==> src/rtl/ct_split.sv <==
// ct_split: packet demultiplexer. A single input stream is routed to one of
// RADIX outputs, chosen by the destination field of each packet's head beat.
// The route is held until the EOP beat is accepted. Heads that name a
// nonexistent output are discarded together with the rest of their packet,
// and each such packet raises a one-cycle o_drop pulse.
module ct_split #(
  parameter int RADIX     = 2,
  parameter int WIDTH     = 8,
  parameter int EOP       = 0,
  parameter int DEST_LSB  = 1,
  parameter int DEST_BITS = 1
) (
  input  logic                   clk,
  input  logic                   reset,
  input  logic [WIDTH-1:0]       i_data,
  input  logic                   i_valid,
  output logic                   o_ready,
  output logic [RADIX*WIDTH-1:0] o_data,
  output logic [RADIX-1:0]       o_valid,
  input  logic [RADIX-1:0]       i_ready,
  output logic                   o_drop
);

  typedef enum logic [1:0] {
    S_HEAD = 2'd0,
    S_BODY = 2'd1,
    S_DROP = 2'd2
  } state_t;

  // One extra bit so that RADIX == 2**DEST_BITS still compares correctly.
  localparam logic [DEST_BITS:0] RADIX_W = RADIX[DEST_BITS:0];

  state_t               state;
  logic [DEST_BITS-1:0] cur_dest;
  logic [DEST_BITS-1:0] out_dest;
  logic [WIDTH-1:0]     out_data;
  logic                 out_vld;

  logic [DEST_BITS-1:0] hdest;
  logic [DEST_BITS-1:0] route;
  logic                 heop;
  logic                 bad;
  logic                 accept;
  logic                 sel_ready;
  logic                 fwd;
  logic                 drain;

  assign hdest  = i_data[DEST_LSB +: DEST_BITS];
  assign heop   = i_data[EOP];
  assign bad    = ({1'b0, hdest} >= RADIX_W);
  assign route  = (state == S_HEAD) ? hdest : cur_dest;
  assign accept = i_valid && o_ready;

  // Only the ready of the output currently holding the beat matters.
  always_comb begin
    sel_ready = 1'b0;
    for (int unsigned k = 0; k < RADIX; k++) begin
      if (out_dest == DEST_BITS'(k)) sel_ready = i_ready[k];
    end
  end

  assign drain = out_vld && sel_ready;

  // Discarding beats never touches the output register, so they are always
  // accepted; otherwise the input waits for the output slot to free up.
  assign o_ready = (state == S_DROP) || ((state == S_HEAD) && bad) ||
                   !out_vld || sel_ready;

  assign fwd = accept && ((state == S_BODY) || ((state == S_HEAD) && !bad));

  // One-hot valid decode from the registered destination.
  always_comb begin
    o_valid = '0;
    for (int unsigned k = 0; k < RADIX; k++) begin
      o_valid[k] = out_vld && (out_dest == DEST_BITS'(k));
    end
  end

  assign o_data = {RADIX{out_data}};

  // Packet FSM, output register and drop pulse.
  always_ff @(posedge clk or negedge reset) begin
    if (!reset) begin
      state    <= S_HEAD;
      cur_dest <= '0;
      out_data <= '0;
      out_dest <= '0;
      out_vld  <= 1'b0;
      o_drop   <= 1'b0;
    end else begin
      o_drop <= accept && (state == S_HEAD) && bad;

      // A load in the same cycle as a drain replaces the beat, so there is no bubble.
      if (fwd) begin
        out_data <= i_data;
        out_dest <= route;
        out_vld  <= 1'b1;
      end else if (drain) begin
        out_vld <= 1'b0;
      end

      if (accept) begin
        case (state)
          S_HEAD: begin
            if (bad) begin
              state <= heop ? S_HEAD : S_DROP;
            end else if (!heop) begin
              state    <= S_BODY;
              cur_dest <= hdest;
            end
          end
          S_BODY, S_DROP: begin
            if (heop) state <= S_HEAD;
          end
          default: state <= S_HEAD;
        endcase
      end
    end
  end

endmodule

==> config.mk <==
export PLATFORM = sky130hd
export DESIGN_NAME = ct_split
export DESIGN_NICKNAME = d
export VERILOG_FILES = /design/src/rtl/ct_split.sv
export SDC_FILE = /design/constraint.sdc
export NUM_CORES = 1
export LEC_CHECK = 0
export CAP_MARGIN = 40
export CELL_PAD_IN_SITES_DETAIL_PLACEMENT = 0
export CELL_PAD_IN_SITES_GLOBAL_PLACEMENT = 2
export CORE_MARGIN = 2
export CORE_UTILIZATION = 26
export CTS_BUF_LIST = sky130_fd_sc_hd__clkbuf_4 sky130_fd_sc_hd__clkbuf_8
export DETAILED_ROUTE_END_ITERATION = 8
export PLACE_DENSITY_LB_ADDON = 0.1
export SYNTH_ARGS = -nofsm -noshare
export SYNTH_HDL_FRONTEND = slang
export SYNTH_SLANG_ARGS = --single-unit
==> constraint.sdc <==
create_clock -name clk -period 2.7 [get_ports clk]
set_clock_uncertainty 0.15 [all_clocks]
set_input_delay 0.54 -clock clk [delete_from_list [all_inputs] [get_ports clk]]
set_output_delay 0.54 -clock clk [all_outputs]
set_load 0.1 [all_outputs]
# --- Word level (Yosys, flattened, before mapping) ---
# Index checks and enable logic that the tools add are counted.
totals:
  register_bits: 13
  output_inout_bits: 20
classes:
  eq_ne: 4
  muxes: 7
  bitwise: 2
  reduce_logical: 14
op_table:
  columns: ["cell", "count"]
  rows:
  - ["$reduce_and 3->1", 2]
  - ["$logic_and 1x1->1", 5]
  - ["$mux 1", 4]
  - ["$mux 2", 2]
  - ["$ne 2x2->1 const B", 2]
  - ["$pmux 2 s2", 1]
  - ["$logic_or 1x1->1", 3]
  - ["$eq 2x1->1 const B", 1]
  - ["$eq 2x2->1 const B", 1]
  - ["$logic_not 2->1", 1]
  - ["$not 1->1", 2]
  - ["$reduce_bool 2->1", 1]
  - ["$reduce_or 2->1", 1]
  - ["$logic_not 1->1", 1]

# --- Longest topological paths before layout ---
# Gate-level depths: netlist (run 1).
logic_depth:
  depth_word: 6
  ltp_mapped: 3
  mapped_depth_nobuf: 3

# --- Worst setup path before layout (run 1) ---
# OpenSTA, ideal clock, no wires.
synth_timing:
  kind: "in2out"
  start: "in i_ready[1]"
  end: "out o_ready"
  arrival_time_ps: 1525
  t_required_ps: 2010
  setup_slack_ps: 485
  cell_stages: 2
  cell_sequence: "mux2i_1 > nand2_1"
synth_via:
  elab_chain_cells: 2
synth_lines:
  columns: ["element", "line_no", "text"]
  rows:
  - ["start, declared", "20", "input logic [RADIX-1:0] i_ready,"]
  - ["$mux 1", "58", "if (out_dest == DEST_BITS'(k)) sel_ready = i_ready[k];"]
  - ["$logic_or 1x1->1", "67", "!out_vld || sel_ready;"]
  - ["end, declared", "17", "output logic o_ready,"]
# No other way between the ends.

# --- Final worst setup path (run 1) ---
# Same ends and word-level chain as after synthesis.

==> metrics.yaml, run 1 <==
detailed_routing:
  met1_length_um: 504
  drtIter0Drc: 0
  ant_nets: 0
  route.met3.wl_um: 101
  drc: 0
  vias: 420
  top_layer: "met3"
  drt-total-wl_um: 1159
  vias_per_cell: 4.200
  dr_wl_met2_um: 554
  drt_pass1_iterations: 1
  wire_per_inst_um: 11.59
synth:
  yosys_warnings: 0
  netlist.top_cell.by_area: "dfrtp_1"
  synth_most_common_cell: "dfrtp_1"
  netlist_area_um2: 620.6
  yosys.area.top_type_share: 0.4839
  synth_edf_count: 0
  async_flop_share: 1.000
  synth.ff_latch_count: 12
  synth_fp_nets: 60
  ys_top_cells_by_count: "dfrtp_1, buf_4, mux2_4"
  netlist_instances: 47
  avgSynthCellArea_um2: 13.20
  synth_top_flop_cell: "dfrtp_1"
  ys_seq_area_frac: 0.4839
  synth_area_leaders: "dfrtp_1, mux2_4, buf_4"
  synth.distinct_cells: 16
die:
  die_w_um: 52.86
  initial_core_util: 0.2779
  die_area_um2: 2794
  coreArea_um2: 2233
  num_rows: 17
  io_pins: 33
  die_h_um: 52.86
global_routing:
  overflow: 0
  grt_antenna_before_repair: 0
  grt_max_degree: 13
  grt_use_total: 0.09193
  grt_pass1_wl_um: 1794
  first_global_vias: 397
clocking:
  cts.reportedPaths.clkPinSlew_ns: 0.07
  cts_max_level: 1
  insertion_delay_ns: 0.26
  cts_buffer_depth: 2
  cts_buffers: 3
  ctsResizeCount: 0
  cts-root-buf: "clkbuf_4"
  cts_sinks: 12
  cts_tree: "built"
  postCtsSetupBuffers: 0
  cts_hold_buf: 0
critical_path:
  reg2reg_slack_ns: 1.02
  path_cells: "clkdlybuf4s50_1 -> mux2i_1 -> nand2_1 -> buf_12"
  critPathTopFamily: "buffers and inverters"
  reg2reg_depth: 3
  critical_path_buf_inv_count: 2
  worstSetupEndpointType: "output pin"
  r2r_end: "out_data[0]"
  critical_path_class: "primary input to output pin"
  crit_required_ns: 2.01
  critical-path-max-stage-delay_ns: 0.43
  critPathSlowestCell: "clkdlybuf4s50_1"
  cp_max_fo: 3
  arrival_ns: 1.73
  r2r-start: "out_dest"
  critPathLaunchType: "primary input"
cells_and_area:
  insertedDiodeCount: 0
  drive_above_1_share: 0.4444
  areaGrowthSynthToFinish_pct: 42.74
  nets: 87
sta:
  fmax_mhz: 412.8
  min_period_over_period: 0.8972
  final.min_clock_period_ns: 2.422
  slew_viol_final: 0
  slew_headroom: 0.6294
  tightest_slew_ns: 0.5542
  finalSetupTns_ns: 0
  setup_viol: 0
  hold_viol: 0
  rsz0062_at_grt: "false"
outcome:
  outcome: "finished clean"
worst_hold_path:
  hold_depth: 1
  hold_class: "register to register"
  hold_path_end: "cur_dest"
  hold_start: "cur_dest"
placement:
  gp_congestion: 0.6399
  portBuffers: 31
job:
  drv_cap: 0
-- worst reg2reg max path: cells and delay by family, from the launching register on --
family | cells | cell delay, ns
AOI/OAI and AO/OA | 1 | 0.44
DFF | 1 | 0.42
muxes | 2 | 0.56
-- layout by cell type, fill, tap and decap left out, drive strengths merged --
cell type,netlist,final
buf,9,19
conb,1,1
o21ai,2,2
mux2,9,9
mux2i,3,3
inv,2,2
and2b,1,1
clkbuf,0,3
dfrtp,12,12
nand2b,1,1
a2111oi,1,1
nor2b,1,1
a21oi,2,2
and2,1,1
clkdlybuf4s50,0,12
nand2,2,2
-- cells by family after synthesis --
| kind of cell | share of synthesized area |
|---|---|
| AO/OA/AOI/OAI | 0.07459 |
| flip-flops | 0.4839 |
| multiplexers | 0.2601 |
| AND/OR/NAND/NOR | 0.05446 |
| other | 0.006043 |
| buffers and inverters | 0.1210 |
-- final cells by class --
class / instances / area (um2)
Clock buffer: 3 / 22.52
Fill cell: 220 / 1348
Inverter: 2 / 7.507
Multi-Input combinational cell: 24 / 245.2
Sequential cell: 12 / 300.3
Tap cell: 28 / 35.03
Timing Repair Buffer: 31 / 275.3
-- per-stage QoR --
stage	area [um2]	hold WS, ns	setup WS [ns]	util	instances
2_1_floorplan	620.6	0.09441	0.4850	-	47
3_3_place_gp	863.3	0.3197	0.2769	0.3866	97
3_5_place_dp	863.3	0.3294	0.2719	0.3866	97
4_1_cts	885.9	0.3457	0.2663	0.3966	100
5_1_grt	885.9	0.3700	0.1504	0.3966	100
6_report	885.9	0.3437	0.2777	0.3966	100
-- per-layer routing --
| layer | up-vias | global-route usage |
|---|---|---|
| met5 | - | 0 |
| met4 | 0 | 0.02564 |
| met3 | 0 | 0.05367 |
| met2 | 16 | 0.1396 |
| met1 | 202 | 0.1094 |
| li1 | 202 | - |
-- flip-flops by register name, indices dropped and copies added (netlist names) --
register  cells
out_vld       1
cur_dest      1
out_dest      1
out_data      8
state         1
-- worst max-delay path by stage --
stage / start / endpoint / depth (start not counted)
after floorplan: i_ready[1] / o_ready / 2
after global placement: i_ready[1] / o_ready / 4
after detailed placement: i_ready[1] / o_ready / 4
after CTS: i_ready[1] / o_ready / 4
after global routing: i_ready[1] / o_ready / 4
final: i_ready[1] / o_ready / 4
Power of run 1 is left out: the tool's default activity adds up to more than one toggle a clock period on the data nets, which glitch-free logic cannot reach.
==> run 2: changes to the inputs <==
--- a/config.mk
+++ b/config.mk
@@ -5,11 +5,12 @@
 export SDC_FILE = /design/constraint.sdc
 export NUM_CORES = 1
 export LEC_CHECK = 0
+export ABC_AREA = 1
 export CAP_MARGIN = 40
 export CELL_PAD_IN_SITES_DETAIL_PLACEMENT = 0
 export CELL_PAD_IN_SITES_GLOBAL_PLACEMENT = 2
 export CORE_MARGIN = 2
-export CORE_UTILIZATION = 26
+export CORE_UTILIZATION = 23
 export CTS_BUF_LIST = sky130_fd_sc_hd__clkbuf_4 sky130_fd_sc_hd__clkbuf_8
 export DETAILED_ROUTE_END_ITERATION = 8
 export PLACE_DENSITY_LB_ADDON = 0.1
==> metrics.yaml, run 2 <==
outcome:
  outcome: "finished clean"  # unchanged
detailed_routing:
  ant_nets: 0  # unchanged
  met1_length_um: 612  # was 504 um
  vias_per_cell: 4.109  # was 4.200
  top_layer: "met4"  # was met3
  drc: 0  # unchanged
  vias: 530  # was 420
  route.met3.wl_um: 102  # was 101 um
  drt_pass1_iterations: 4  # was 1
  drtIter0Drc: 6  # was 0
  dr_wl_met2_um: 668  # was 554 um
  drt-total-wl_um: 1399  # was 1159 um
  wire_per_inst_um: 10.84  # was 11.59 um
die:
  num_rows: 19  # was 17
  die_area_um2: 3241  # was 2794 um2
  io_pins: 33  # unchanged
  die_w_um: 56.93  # was 52.86 um
  coreArea_um2: 2710  # was 2233 um2
  die_h_um: 56.93  # was 52.86 um
  initial_core_util: 0.2378  # was 0.2779
sta:
  finalSetupTns_ns: 0  # unchanged
  slew_headroom: 0.6346  # was 0.6294
  fmax_mhz: 449.0  # was 412.8 MHz
  hold_viol: 0  # unchanged
  min_period_over_period: 0.8248  # was 0.8972
  tightest_slew_ns: 0.5463  # was 0.5542 ns
  setup_viol: 0  # unchanged
  rsz0062_at_grt: "false"  # unchanged
  slew_viol_final: 0  # unchanged
  final.min_clock_period_ns: 2.227  # was 2.422 ns
synth:
  synth_area_leaders: "dfrtp_1, nand2_1, buf_4"  # was dfrtp_1, mux2_4, buf_4
  synth_edf_count: 0  # unchanged
  netlist.top_cell.by_area: "dfrtp_1"  # unchanged
  yosys.area.top_type_share: 0.4660  # was 0.4839
  synth_fp_nets: 87  # was 60
  synth_most_common_cell: "nand2_1"  # was dfrtp_1
  synth_top_family_by_area: "simple AND/OR/NAND/NOR gates"  # was multiplexers
  netlist_area_um2: 644.4  # was 620.6 um2
  synth_top_flop_cell: "dfrtp_1"  # unchanged
  synth.distinct_cells: 15  # was 16
  avgSynthCellArea_um2: 8.708  # was 13.20 um2
  synth_simple_gate_area_frac: 0.2913  # was 0.05444
  yosys.area_share.adder: 0  # unchanged
  ys_seq_area_frac: 0.4660  # was 0.4839
  yosys_warnings: 0  # unchanged
  ys_top_cells_by_count: "nand2_1, dfrtp_1, buf_4"  # was dfrtp_1, buf_4, mux2_4
  synth.ff_latch_count: 12  # unchanged
  netlist_instances: 74  # was 47
  synth_compound_area_frac: 0.05631  # was 0.07460
  synth_mux_area_frac: 0  # was 0.2601
  yosys.area_share.xor_xnor: 0  # unchanged
  async_flop_share: 1.000  # unchanged
critical_path:
  critPathLaunch: "i_ready[1]"  # unchanged
  crit_required_ns: 2.01  # about the same
  arrival_ns: 1.54  # was 1.73 ns
  path_depth: 4  # unchanged
  critPathLaunchType: "primary input"  # unchanged
  critical-path-max-stage-delay_ns: 0.42  # was 0.43 ns
  cp_max_fo: 9  # was 3
  path_cells: "clkdlybuf4s50_1 -> nand2_1 -> nand3_2 -> buf_12"  # was clkdlybuf4s50_1 -> mux2i_1 -> nand2_1 -> buf_12
  reg2reg_slack_ns: 1.41  # was 1.02 ns
  worstSetupEndpointType: "output pin"  # unchanged
  critPathTopFamily: "buffers and inverters"  # unchanged
  r2r-start: "out_dest"  # unchanged
  r2r_end: "cur_dest"  # was out_data[0]
  critical_path_buf_inv_count: 2  # unchanged
  critical_path_class: "primary input to output pin"  # unchanged
  reg2reg_depth: 6  # was 3
  critPathSlowestCell: "clkdlybuf4s50_1"  # unchanged
job:
  drv_cap: 0  # unchanged
clocking:
  cts_sinks: 12  # unchanged
  cts_buffers: 3  # unchanged
  cts-root-buf: "clkbuf_4"  # unchanged
  cts_buffer_depth: 2  # unchanged
  cts_hold_buf: 0  # unchanged
  cts_tree: "built"  # unchanged
  cts.reportedPaths.clkPinSlew_ns: 0.08  # was 0.07 ns
  insertion_delay_ns: 0.27  # was 0.26 ns
  postCtsSetupBuffers: 0  # unchanged
  cts_max_level: 1  # unchanged
  ctsResizeCount: 0  # unchanged
cells_and_area:
  regArea_um2: 300.3  # unchanged
  top_register: "out_data"  # unchanged
  nets: 113  # was 87
  layout_common_cells: "nand2_1, buf_4, dfrtp_1, clkdlybuf4s50_1"  # was buf_4, dfrtp_1, clkdlybuf4s50_1
  largest_reg_flops: 8  # unchanged
  areaGrowthSynthToFinish_pct: 40.00  # was 42.74%
  multi_input_area_um2: 227.7  # was 245.2 um2
  drive_above_1_share: 0.3367  # was 0.4444
  mostFrequentLayoutCell: "nand2_1"  # was buf_4
  final_core_util: 0.3329  # was 0.3966
  final_cells: 129  # was 100
  insertedDiodeCount: 0  # unchanged
  finalInstanceArea_um2: 902.1  # was 885.9 um2
  fillCellCount: 299  # was 220
placement:
  portBuffers: 31  # unchanged
  dp_hpwl_um: 1040
  gp_congestion: 0.7148  # was 0.6399
  dp.cells: 126  # was 97
  place_area_um2: 879.6  # was 863.3 um2
global_routing:
  grt_use_total: 0.09722  # was 0.09193
  grt_antenna_before_repair: 0  # unchanged
  grt_max_degree: 17  # was 13
  grt_pass1_wl_um: 2408  # was 1794 um
  first_global_vias: 502  # was 397
  overflow: 0  # unchanged
worst_hold_path:
  hold_start: "cur_dest"  # unchanged
  hold_class: "register to register"  # unchanged
  hold_depth: 2  # was 1
  hold_path_end: "cur_dest"  # unchanged
-- run 2: changes by cell type in the layout (fill, tap and decap cells not counted), sizes merged, moves of 3 or more --
| cell | before | now |
|---|---|---|
| nand2 | 2 | 23 |
| o21ai | 2 | 5 |
| mux2 | 9 | 0 |
| inv | 2 | 8 |
| mux2i | 3 | 0 |
| nand3 | 0 | 11 |
-- run 2: cell families (layout without fill, tap and decap cells) --
family / Yosys count / after routing
other: 1 / 1
flip-flops: 12 / 12
AO/OA/AOI/OAI: 5 / 5
buffers and inverters: 19 / 43
AND/OR/NAND/NOR: 37 / 37
-- run 2: area by class of cell --
class	count	area share
sequential	12	0.3329
timing repair buffer	32	0.3135
multi-input combinational	43	0.2524
tap	31	0.04300
inverter	8	0.03329
clock buffer	3	0.02497
-- run 2: worst min-delay path, delay by kind of cell (launching register included) --
family        cells  cell delay, ns
flops             1            0.34
simple gates      2            0.11
-- run 2: stage by stage --
stage / hold slack, ns / setup slack [ns]
final: 0.3301 / 0.4731
after global routing: 0.3722 / 0.4044
after CTS: 0.3359 / 0.4607
after detailed placement: 0.3157 / 0.4635
after global placement: 0.3143 / 0.4899
after floorplan: 0.09441 / 0.2904
-- run 2: worst max path at each step --
stage                 end  slack (ns)
3_5_place_dp      o_ready        0.46
4_1_cts           o_ready        0.46
6_report          o_ready        0.47
2_1_floorplan  o_valid[0]        0.29
3_3_place_gp      o_ready        0.49
5_1_grt           o_ready        0.40
-- run 2: metal layers --
metal / vias to the layer above / track usage
li1: 273 / -
met1: 236 / 0.1262
met2: 19 / 0.1461
met3: 2 / 0.04989
met4: 0 / 0.01993
met5: - / 0
Power of run 2 is left out for the same reason.
==> run 3: changes to the inputs <==
--- a/config.mk
+++ b/config.mk
@@ -10,7 +10,7 @@
 export CELL_PAD_IN_SITES_DETAIL_PLACEMENT = 0
 export CELL_PAD_IN_SITES_GLOBAL_PLACEMENT = 2
 export CORE_MARGIN = 2
-export CORE_UTILIZATION = 23
+export CORE_UTILIZATION = 22
 export CTS_BUF_LIST = sky130_fd_sc_hd__clkbuf_4 sky130_fd_sc_hd__clkbuf_8
 export DETAILED_ROUTE_END_ITERATION = 8
 export PLACE_DENSITY_LB_ADDON = 0.1
==> constraint.sdc (replaced) <==
create_clock -name clk -period 2.1 [get_ports clk]
set_clock_uncertainty 0.15 [all_clocks]
set_input_delay 0.42 -clock clk [delete_from_list [all_inputs] [get_ports clk]]
set_output_delay 0.42 -clock clk [all_outputs]
set_load 0.1 [all_outputs]
==> metrics.yaml, run 3 (synthesis results as in run 2) <==
clocking:
  cts_sinks: 12  # unchanged
  cts-root-buf: "clkbuf_4"  # unchanged
  insertion_delay_ns: 0.26  # was 0.27 ns
  cts.reportedPaths.clkPinSlew_ns: 0.08  # about the same
  cts_buffers: 3  # unchanged
  cts_tree: "built"  # unchanged
  cts_buffer_depth: 2  # unchanged
  cts_max_level: 1  # unchanged
  ctsResizeCount: 0  # unchanged
  cts_hold_buf: 0  # unchanged
  postCtsSetupBuffers: 0  # unchanged
job:
  drv_cap: 0  # unchanged
die:
  num_rows: 19  # unchanged
  initial_core_util: 0.2317  # was 0.2378
  io_pins: 33  # unchanged
  coreArea_um2: 2781  # was 2710 um2
  die_w_um: 58.12  # was 56.93 um
  die_area_um2: 3378  # was 3241 um2
  die_h_um: 58.12  # was 56.93 um
cells_and_area:
  fillCellCount: 290  # was 299
  largest_reg_flops: 8  # unchanged
  drive_above_1_share: 0.3535  # was 0.3367
  top_register: "out_data"  # unchanged
  mostFrequentLayoutCell: "nand2_1"  # unchanged
  nets: 114  # was 113
  areaGrowthSynthToFinish_pct: 64.85  # was 40.00%
  insertedDiodeCount: 0  # unchanged
  layout_common_cells: "nand2_1, buf_12, dfrtp_1, clkdlybuf4s50_1, buf_4"  # was nand2_1, buf_4, dfrtp_1, clkdlybuf4s50_1
sta:
  slew_headroom: 0.6158  # was 0.6346
  rsz0062_at_grt: "false"  # unchanged
  setup_viol: 0  # unchanged
  fin_ws_ns: 0.2442  # was 0.4731 ns
  slew_viol_final: 0  # unchanged
  tightest_slew_ns: 0.5745  # was 0.5463 ns
  fmax_mhz: 538.8
  final.min_clock_period_ns: 1.856
  hold_viol: 0  # unchanged
  min_period_over_period: 0.8837
  finalSetupTns_ns: 0  # unchanged
detailed_routing:
  ant_nets: 0  # unchanged
  wire_per_inst_um: 10.97  # was 10.84 um
  drt-total-wl_um: 1426  # was 1399 um
  drt_pass1_iterations: 4  # unchanged
  drc: 0  # unchanged
  vias: 536  # was 530
  vias_per_cell: 4.123  # was 4.109
  drtIter0Drc: 14  # was 6
placement:
  dp_hpwl_um: 1064  # was 1040 um
  preCtsSetupSlack_ns: 0.2422  # was 0.4635 ns
  portBuffers: 31  # unchanged
  gp_congestion: 0.6757  # was 0.7148
global_routing:
  grt_pass1_wl_um: 2539  # was 2408 um
  grt_max_degree: 17  # unchanged
  grt_use_total: 0.1022  # was 0.09722
  grt_antenna_before_repair: 0  # unchanged
  overflow: 0  # unchanged
  first_global_vias: 528  # was 502
critical_path:
  arrival_ns: 1.29  # was 1.54 ns
  critPathLaunchType: "primary input"  # unchanged
  critical_path_class: "primary input to output pin"  # unchanged
  worstSetupEndpointType: "output pin"  # unchanged
  crit_required_ns: 1.53  # was 2.01 ns
  cp_max_fo: 2  # was 9
outcome:
  outcome: "finished clean"  # unchanged
worst_hold_path:
  hold_class: "register to register"  # unchanged
## run 3: worst paths after layout
kind / start / end / slack, ns / depth (start not counted)
min in group asynchronous: reset / state[0] / 0.37 / 1
max in group asynchronous: reset / out_data[4] / 1.06 / 1
worst min-delay path: cur_dest / cur_dest / 0.34 / 2
worst max-delay path: i_ready[1] / o_ready / 0.24 / 4
worst max register to register: out_dest / cur_dest / 0.75 / 7
worst min register to register: cur_dest / cur_dest / 0.34 / 2
## run 3: routing by layer
layer / up-vias / GRT usage / wire [um]
met5: - / 0 / 0
met4: 0 / 0.06977 / 16
met3: 2 / 0.03125 / 109
met2: 17 / 0.1331 / 637
met1: 245 / 0.1421 / 664
li1: 272 / - / -
## run 3: area by class of cell
cell class,instances,area [um2],share of cell area
well taps,31,38.79,0.03651
inverters,8,30.03,0.02827
clock buffers,3,22.52,0.02120
flip-flops and latches,12,300.3,0.2827
multi-input cells,43,230.2,0.2167
repair buffers,33,440.4,0.4146
## run 3: per-stage QoR
step | util | hold WS (ns) | instance area, um2 | cells
CTS | 0.3819 | 0.3383 | 1062 | 130
detailed placement | 0.3738 | 0.3173 | 1040 | 127
global placement | 0.3738 | 0.3124 | 1040 | 127
floorplan | - | -0.02559 | 646.9 | 74
finish | 0.3819 | 0.3369 | 1062 | 130
global route | 0.3819 | 0.3714 | 1062 | 130
## run 3: critical path, stage by stage
cell	delay, ns
clkdlybuf4s50_1	0.48
nand2_1	0.07
nand3_2	0.13
buf_12	0.18
Power of run 3 is left out for the same reason.
